===== src/rtl/seg_disp_pkg.sv =====
// rtl/seg_disp_pkg.sv - shared seven-segment display types and glyph constants
package seg_disp_pkg;

    typedef enum logic {
        ST_IDLE = 1'b0,
        ST_RUN  = 1'b1
    } state_t;

    // Glyphs are {g,f,e,d,c,b,a}, active-low.
    localparam logic [6:0] SEG_BLANK = 7'b1111111;
    localparam logic [6:0] GLYPH_U   = 7'b1000001;
    localparam logic [6:0] GLYPH_A   = 7'b0001000;
    localparam logic [6:0] GLYPH_B   = 7'b0000011;
    localparam logic [6:0] GLYPH_C   = 7'b1000110;
    localparam logic [6:0] GLYPH_DSH = 7'b0111111;
    localparam logic [6:0] GLYPH_E   = 7'b0000110;
    localparam logic [6:0] GLYPH_L   = 7'b1000111;
    localparam logic [6:0] GLYPH_T   = 7'b1001110;
    localparam logic [6:0] GLYPH_R   = 7'b0101111;
    localparam logic [6:0] GLYPH_O   = 7'b1000000;
    localparam logic [6:0] GLYPH_N   = 7'b0101011;
    localparam logic [6:0] GLYPH_I   = 7'b1001111;

    localparam logic [3:0] AN_OFF = 4'b1111;

endpackage


===== src/rtl/seg_glyph_rom.sv =====
// rtl/seg_glyph_rom.sv - character index to glyph lookup for the scrolling message
module seg_glyph_rom
    import seg_disp_pkg::*;
(
    input  logic [4:0] idx,
    output logic [6:0] glyph
);

    always_comb begin
        glyph = SEG_BLANK;
        case (idx)
            5'd1:    glyph = GLYPH_U;
            5'd2:    glyph = GLYPH_A;
            5'd3:    glyph = GLYPH_B;
            5'd4:    glyph = GLYPH_C;
            5'd5:    glyph = GLYPH_DSH;
            5'd6:    glyph = GLYPH_E;
            5'd7:    glyph = GLYPH_L;
            5'd8:    glyph = GLYPH_E;
            5'd9:    glyph = GLYPH_C;
            5'd10:   glyph = GLYPH_T;
            5'd11:   glyph = GLYPH_R;
            5'd12:   glyph = GLYPH_O;
            5'd13:   glyph = GLYPH_N;
            5'd14:   glyph = GLYPH_I;
            5'd15:   glyph = GLYPH_C;
            5'd16:   glyph = GLYPH_A;
            default: glyph = SEG_BLANK;
        endcase
    end

endmodule


===== src/rtl/seg_scroll_scheduler.sv =====
// rtl/seg_scroll_scheduler.sv - multiplexes four anodes and scrolls the message with start/stop control
module seg_scroll_scheduler
    import seg_disp_pkg::*;
#(
    parameter int REFRESH_DIV   = 5000,
    parameter int SCROLL_FRAMES = 50,
    parameter int MSG_LEN       = 17
) (
    input  logic       clk,
    input  logic       rst,
    input  logic       start,
    input  logic       stop,
    input  logic       repeat_en,
    output logic       busy,
    output logic       done,
    output logic [6:0] seg,
    output logic [3:0] an
);

    localparam int DIV_W = $clog2(REFRESH_DIV);
    localparam int FRM_W = (SCROLL_FRAMES > 1) ? $clog2(SCROLL_FRAMES) : 1;
    localparam logic [DIV_W-1:0] DIV_LAST = DIV_W'(REFRESH_DIV - 1);
    localparam logic [FRM_W-1:0] FRM_LAST = FRM_W'(SCROLL_FRAMES - 1);
    localparam logic [5:0]       POS_LAST = 6'(MSG_LEN + 3);
    localparam logic signed [5:0] MSG_LEN_S = 6'(MSG_LEN);

    state_t           state_q, state_d;
    logic [DIV_W-1:0] div_q, div_d;
    logic [1:0]       dig_q, dig_d;
    logic [FRM_W-1:0] frm_q, frm_d;
    logic [5:0]       pos_q, pos_d;
    logic [6:0]       seg_q, seg_d;
    logic [3:0]       an_q, an_d;
    logic             busy_q, busy_d;
    logic             done_q, done_d;

    logic             slot_tick, frame_end, step_end;
    logic signed [5:0] char_idx;
    logic [6:0]       rom_glyph;

    seg_glyph_rom u_rom (
        .idx   (char_idx[4:0]),
        .glyph (rom_glyph)
    );

    assign slot_tick = (div_q == DIV_LAST);
    assign frame_end = slot_tick && (dig_q == 2'd3);
    assign step_end  = frame_end && (frm_q == FRM_LAST);

    always_comb begin
        state_d = state_q;
        div_d   = div_q;
        dig_d   = dig_q;
        frm_d   = frm_q;
        pos_d   = pos_q;
        done_d  = 1'b0;

        case (state_q)
            ST_IDLE: begin
                if (start && !stop) state_d = ST_RUN;
            end
            ST_RUN: begin
                if (stop) begin
                    state_d = ST_IDLE;
                end else begin
                    div_d = slot_tick ? '0 : div_q + 1'b1;
                    if (slot_tick) dig_d = dig_q + 2'd1;
                    if (frame_end) frm_d = (frm_q == FRM_LAST) ? '0 : frm_q + 1'b1;
                    if (step_end) begin
                        if (pos_q != POS_LAST) begin
                            pos_d = pos_q + 6'd1;
                        end else if (repeat_en) begin
                            pos_d = '0;
                        end else begin
                            state_d = ST_IDLE;
                            done_d  = 1'b1;
                        end
                    end
                end
            end
            default: state_d = ST_IDLE;
        endcase

        if (state_d != ST_RUN) begin
            div_d = '0;
            dig_d = '0;
            frm_d = '0;
            pos_d = '0;
        end

        // Outputs follow the next counter values so seg/an line up with the slot that starts now.
        char_idx = $signed(pos_d) - $signed({4'b0000, dig_d});
        busy_d   = (state_d == ST_RUN);
        if (busy_d) begin
            an_d  = ~(4'b0001 << dig_d);
            seg_d = (char_idx[5] || (char_idx >= MSG_LEN_S)) ? SEG_BLANK : rom_glyph;
        end else begin
            an_d  = AN_OFF;
            seg_d = SEG_BLANK;
        end
    end

    always_ff @(posedge clk) begin
        if (rst) begin
            state_q <= ST_IDLE;
            div_q   <= '0;
            dig_q   <= '0;
            frm_q   <= '0;
            pos_q   <= '0;
            seg_q   <= SEG_BLANK;
            an_q    <= AN_OFF;
            busy_q  <= 1'b0;
            done_q  <= 1'b0;
        end else begin
            state_q <= state_d;
            div_q   <= div_d;
            dig_q   <= dig_d;
            frm_q   <= frm_d;
            pos_q   <= pos_d;
            seg_q   <= seg_d;
            an_q    <= an_d;
            busy_q  <= busy_d;
            done_q  <= done_d;
        end
    end

    assign busy = busy_q;
    assign done = done_q;
    assign seg  = seg_q;
    assign an   = an_q;

endmodule


===== config.mk =====
export PLATFORM = sky130hd
export DESIGN_NAME = seg_scroll_scheduler
export DESIGN_NICKNAME = d
export VERILOG_FILES = /design/src/rtl/seg_disp_pkg.sv /design/src/rtl/seg_glyph_rom.sv /design/src/rtl/seg_scroll_scheduler.sv
export SDC_FILE = /design/constraint.sdc
export NUM_CORES = 1
export LEC_CHECK = 0
export ABC_AREA = 0
export ABC_CLOCK_PERIOD_IN_PS = 10900
export CELL_PAD_IN_SITES_DETAIL_PLACEMENT = 1
export CELL_PAD_IN_SITES_GLOBAL_PLACEMENT = 2
export CORE_MARGIN = 5
export CORE_UTILIZATION = 38
export CTS_CLUSTER_DIAMETER = 150
export DETAILED_ROUTE_END_ITERATION = 16
export PLACE_DENSITY_LB_ADDON = 0.1
export SETUP_SLACK_MARGIN = 0.4
export SLEW_MARGIN = 0
export SYNTH_ARGS = -nofsm -noshare
export SYNTH_HDL_FRONTEND = slang
export SYNTH_SLANG_ARGS = --single-unit
export TNS_END_PERCENT = 100

===== constraint.sdc =====
create_clock -name clk -period 10.9 [get_ports clk]
set_input_delay 1.09 -clock clk [delete_from_list [all_inputs] [get_ports clk]]
set_output_delay 1.09 -clock clk [all_outputs]
set_load 0.02 [all_outputs]

# Yosys cells after proc, flatten, opt, wreduce, memory -nomap -nowiden
# Memories as Yosys holds them, arrays and structs flattened. A register that Yosys moved wholly into a read port is not among the register bits.
# Index checks and enable logic that the tools add are counted.
# W data, S select, Z words.
# classes
n_addsub	5
magnitude_cmp	1
n_eq_ne	4
shifts	1
n_mux	19
n_bitwise	5
reduce_logical	10
# ops
cell	count
$mux W6	7
$add A13 B1 Y13 const B	1
$eq A13 B13 Y1 const B	1
$mux W13	1
$add A6 B1 Y6 const B	2
$mux W2	4
$eq A6 B6 Y1 const B	1
$ge A6 B6 Y1 const B	1
$mux W1	6
$ne A6 B5 Y1 const B	1
$sub A6 B3 Y6	1
$reduce_or A5 Y1	1
$not A1 Y1	4
$not A4 Y4	1
$shl A1 B2 Y4 const A	1
$logic_and A1 B1 Y1	3
$reduce_and A3 Y1	1
$reduce_or A3 Y1	1
$add A2 B1 Y2 const B	1
$eq A2 B2 Y1 const B	1
$pmux W1 S2	1
$reduce_and A2 Y1	1
$reduce_or A2 Y1	1
$logic_not A1 Y1	1
$logic_or A1 B1 Y1	1
# totals
reg_bits	33
mem_bits_ro	224
input_bits	5
out_inout_bits	13
elab_cells	53
memories	1
# memory_table
name	depth	word_bits	read_ports	rd_clocked_by_memory_dff	write_ports	line	text
(no name shown)	32	7	1	1	0	seg_glyph_rom.sv:11	case (idx)

# Longest topological paths before layout
# depth
depth_word	11
mapped_depth	19
mapped_depth_nobuf	17

# Hierarchy
# Synthesis repeated with hierarchy kept, for this count alone.
# unflattened
cells_unflattened	288
area_unflattened_um2	2502.4
# modules_own_cells
mod	instances	cells_each	area_each_um2	seq_area_each_um2
seg_scroll_scheduler	1	242	2167.1	800.8
seg_glyph_rom	1	46	335.3	0.0

# Worst setup path before layout
# No wires, ideal clock.
# synth_timing
path_type	input to register
startpoint	input stop
endpoint	register seg_q[0], in the netlist seg[0]
setup_ns	0.132
t_arrival_ns	4.142
t_required_ns	10.768
setup_slack_ns	6.626
cell_stages	16
path_buffers	1
cell_sequence	and3b_1 -> buf_2 -> nand4_4 -> nor2_1 -> a21oi_1 -> a311o_1 -> ha_1 -> inv_1 -> fa_1 -> inv_1 -> ha_1 -> a21oi_1 -> a221oi_1 -> o221ai_1 -> a211oi_2 -> o31ai_1
# synth_via
elab_chain_len	9
word_cells_on_any_way	16
classes_between	1 x add/sub; 1 x order compare; 9 x mux; 1 x bitwise; 4 x reduce/logical
# synth_lines
item	line	text
start, declared	seg_scroll_scheduler.sv:12	input logic stop,
$logic_not A1 Y1	seg_scroll_scheduler.sv:60	if (start && !stop) state_d = ST_RUN;
$logic_and A1 B1 Y1	seg_scroll_scheduler.sv:60	
$mux W1	seg_scroll_scheduler.sv:60	
$pmux W1 S2	seg_scroll_scheduler.sv:58	case (state_q)
$mux W6 or $mux W2 (tied branches)	seg_scroll_scheduler.sv:84	if (state_d != ST_RUN) begin
$sub A6 B3 Y6	seg_scroll_scheduler.sv:92	char_idx = $signed(pos_d) - $signed({4'b0000, dig_d});
$ge A6 B6 Y1	seg_scroll_scheduler.sv:96	seg_d = (char_idx[5] || (char_idx >= MSG_LEN_S)) ? SEG_BLANK : rom_glyph;
$logic_or A1 B1 Y1	seg_scroll_scheduler.sv:96	
$reduce_or A3 Y1 (no line)	n/a	
end, declared	seg_scroll_scheduler.sv:32	logic [6:0] seg_q, seg_d;
# Parallel ways exist; a longest one is shown, timed or not.
# A chain may end at the register's enable or synchronous reset.

# Worst setup path after layout
# Ends and elaborated chain as after synthesis.

==> key figures <==
Status
  – Run status: finished, final reports clean

Floorplan
  – Initial core utilization: 39.0%
  – Full die area: 8750 um2
  – Number of top-level pins: 18
  – Die Ht: 93.5 um
  – FP Rows: 30
  – Floorplan core area: just under 7000 um2
  – Die width: 93.5 um

Timing
  – Final worst-path setup slack: 5.90 ns
  – Setup tns final: 0 ns
  – Final Hold Viols: 0
  – Final period utilization: about 46%
  – Worst-margin pin slew: 0.857 ns
  – RSZ-0062 raised after global routing: no
  – Post-layout minimum cycle time: 5.00 ns
  – Pins Over Slew Limit: 0
  – Achievable frequency: roughly 200 MHz
  – Final setup fails: 0
  – Hold_ws: 0.484 ns
  – Clk_skew: 0.00427 ns
  – Relative slew slack: 42.8%

Detailed routing
  – Final wirelength: 7200 um
  – First DRT Iteration DRCs: 73
  – WL per Instance: 17.0 um
  – Post-route DRC: 0
  – Final ANT Viol Nets: 0
  – Total number of vias: between 2,000 and 2,500
  – DRT Pass-1 Iters: 4
  – Via density: roughly 5.6

Clock network
  – Htree depth: 2
  – CTS buffer count: 5
  – Clock slew at reported path FFs: 0.09 ns
  – Hold Buf Count CTS: 0
  – CTS max path bufs: 2
  – CTS tree: done
  – Total setup buffers inserted after CTS: 0
  – Worst skew pair latency: 0.30 ns
  – CTS Root Buffer Type: clkbuf_8
  – Post-CTS sizing: 0
  – CTS Sinks: 40

Setup path
  – Startpoint types: primary input
  – Crit path to: seg[0]
  – Critical Path AT: ~5.2 ns
  – FF-to-FF Start: pos_q[0]
  – Critical Path, Cell by Cell: clkdlybuf4s50_1, and3b_1, nand4_4, nor2_1, a21oi_1, a311o_1, ha_1, inv_1, fa_1, inv_1, ha_1, a21oi_1, a221oi_1, o221ai_1, a211oi_2, o31ai_1
  – Reg2reg end: seg[0]
  – CP peak stage delay: 0.53 ns
  – Worst path bufs/invs: 3
  – CP max-delay cell: fa_1
  – Crit path launch: stop
  – FF-to-FF path depth: 17
  – Crit-path max FO: 8
  – Req. time, crit path: roughly 11 ns
  – Crit Path Category: in -> reg
  – Stages on the worst setup path: 16
  – R2R setup slack: approximately 6.1 ns
  – CP Capture Type: flop
  – Delay-heaviest family, CP: compound AO/OA/AOI/OAI gates

Cells and area
  – # nets final: 347
  – Share of layout cells above drive strength 1: 10.1%
  – Post-layout util: 44.5%
  – Syn-to-layout area delta: 14.0%
  – N_diodes: 0
  – Post-route cell area: 3020 um2
  – Multi-input gate area: 1760 um2
  – Reg area: around 800 um2
  – Fill count: 826

GRT
  – Grt met2 use: 30.3%
  – First-pass GRT wire length: ~12,000 um
  – Global route overflow: 0
  – Met3 Use GR: around 2.4%
  – GRT met1 Usage: 22.8%
  – Vias in the first global route: 2,378
  – GRT busiest layer: met2
  – Tot GR Track Use: 17.6%
  – Pin count of the biggest net entering global routing: 19
  – Initial antenna violation count: 0

Synth
  – Post-Syn Instances: just over 300
  – Area share of the largest cell type after synthesis: 30.2%
  – Synth warnings: 0
  – Mapped Area: 2650 um2
  – Seq/Total Area, Yosys: 30.2%
  – Async S/R FF share, synth: 0%
  – Syn nets: 331
  – Most area-consuming cells after synthesis: dfxtp_1, nor2_1, ha_1
  – Top_reg_cell synth: dfxtp_1
  – Synthesized flop and latch total: 40
  – Yosys cell types: 68
  – Mean Syn Cell Area: 8.53 um2
  – Yosys top cell by area: dfxtp_1
  – EDFF count, synth: 0

Placement
  – Post-DP HPWL: 5560 um
  – Pre-CTS WS: 5.60 ns
  – PortBufs: 17
  – Cell Area, Placed: 2910 um2
  – Routability cong.: 0.844

Power
  – Peak supply drop: between 40 and 50 uV
  – PD cells: ~94 nW/um2
  – Leakage: 1.01 nW

Worst hold path
  – Worst min path class: reg -> reg

Flow run
  – Max-cap violations: 0
-- cell families (layout without fill, tap and decap cells) --
logic type | after synthesis | in the layout | share of synthesized area, %
DFF | 40 | 40 | 30.2
AOI/OAI and AO/OA | 72 | 72 | 21.0
adders and majority gates | 15 | 15 | 7.36
xor gates and xnor gates | 16 | 16 | 5.29
buffers and inverters | 21 | 38 | 3.26
and+or+nand+nor | 141 | 141 | 30.2
muxes | 6 | 6 | 2.78
-- final cells by class --
type / count / share of cell area [%]
inverter: 12 / 1.49
sequential: 40 / 26.5
multi-input combinational: 250 / 58.4
clock inverter: 3 / 1.53
clock buffer: 5 / 2.28
tap: 96 / 3.97
timing repair buffer: 18 / 5.88
-- power by group --
group | internal, W | switching, W
logic | 0.00000350 | 0.00000640
clock network | 0.0000691 | 0.0000598
registers | 0.000146 | 0.000000371
total | 0.000219 | 0.0000666
-- per-stage QoR --
step	instances	total power (W)
floorplan	311	0.000156
global placement	416	0.000160
detailed placement	416	0.000160
CTS	424	0.000290
global route	424	0.000297
finish	424	0.000285
-- cells in the mapped netlist, types with 3 or more instances --
master / number
o22ai_1: 4
o31ai_1: 3
and3_1: 3
buf_2: 6
nand2_1: 27
clkbuf_1: 3
o21ai_0: 6
nor2_1: 50
ha_1: 14
nand4_1: 6
a211oi_2: 3
and2_1: 3
nand3_1: 8
xor2_1: 10
mux2i_1: 4
dfxtp_1: 40
a21oi_1: 15
xnor2_1: 6
a211oi_1: 4
inv_1: 12
nor4_1: 3
nor3_1: 9
nand2b_1: 4
or3_1: 3
o21ai_1: 5
o31a_1: 5
-- state kept, by name, indices dropped and copies added (netlist names) --
| signal | flops |
|---|---|
| seg | 7 |
| div_q | 13 |
| frm_q | 6 |
| done | 1 |
| busy | 1 |
| pos_q | 6 |
| dig_q | 2 |
| an | 4 |
-- layer usage --
layer	wire [um]	up-vias
met5	0	-
met4	127	0
met3	174	12
met2	3530	38
met1	3370	1147
li1	-	1175
-- worst register-to-register path: cells and delay by family (launching register included) --
family,cells,cell delay [ns]
AO/OA/AOI/OAI,7,2.02
adder cells (fa/ha/maj),4,1.20
AND/OR/NAND/NOR,2,0.63
buffers and inverters,4,0.43
flip-flops,1,0.36
-- cells in the final DEF (no fill, tap or decap), drive strengths merged, types with 10 or more instances in the layout --
master and count:
o21ai 12, inv 13, xor2 10, a21oi 16, dfxtp 40, nor3 11, ha 14, clkdlybuf4s50 17
nor2 50, nand2 27
-- worst min-delay path by stage --
stage,slack [ns],from,depth (start not counted),end
after global routing,0.52,div_q[1],2,div_q[1]
after floorplan,0.45,div_q[1],2,div_q[1]
after detailed placement,0.48,div_q[1],2,div_q[1]
after global placement,0.47,div_q[1],2,div_q[1]
after CTS,0.49,div_q[1],2,div_q[1]
final,0.48,div_q[1],2,div_q[1]
(Power assumes the default switching activity.)
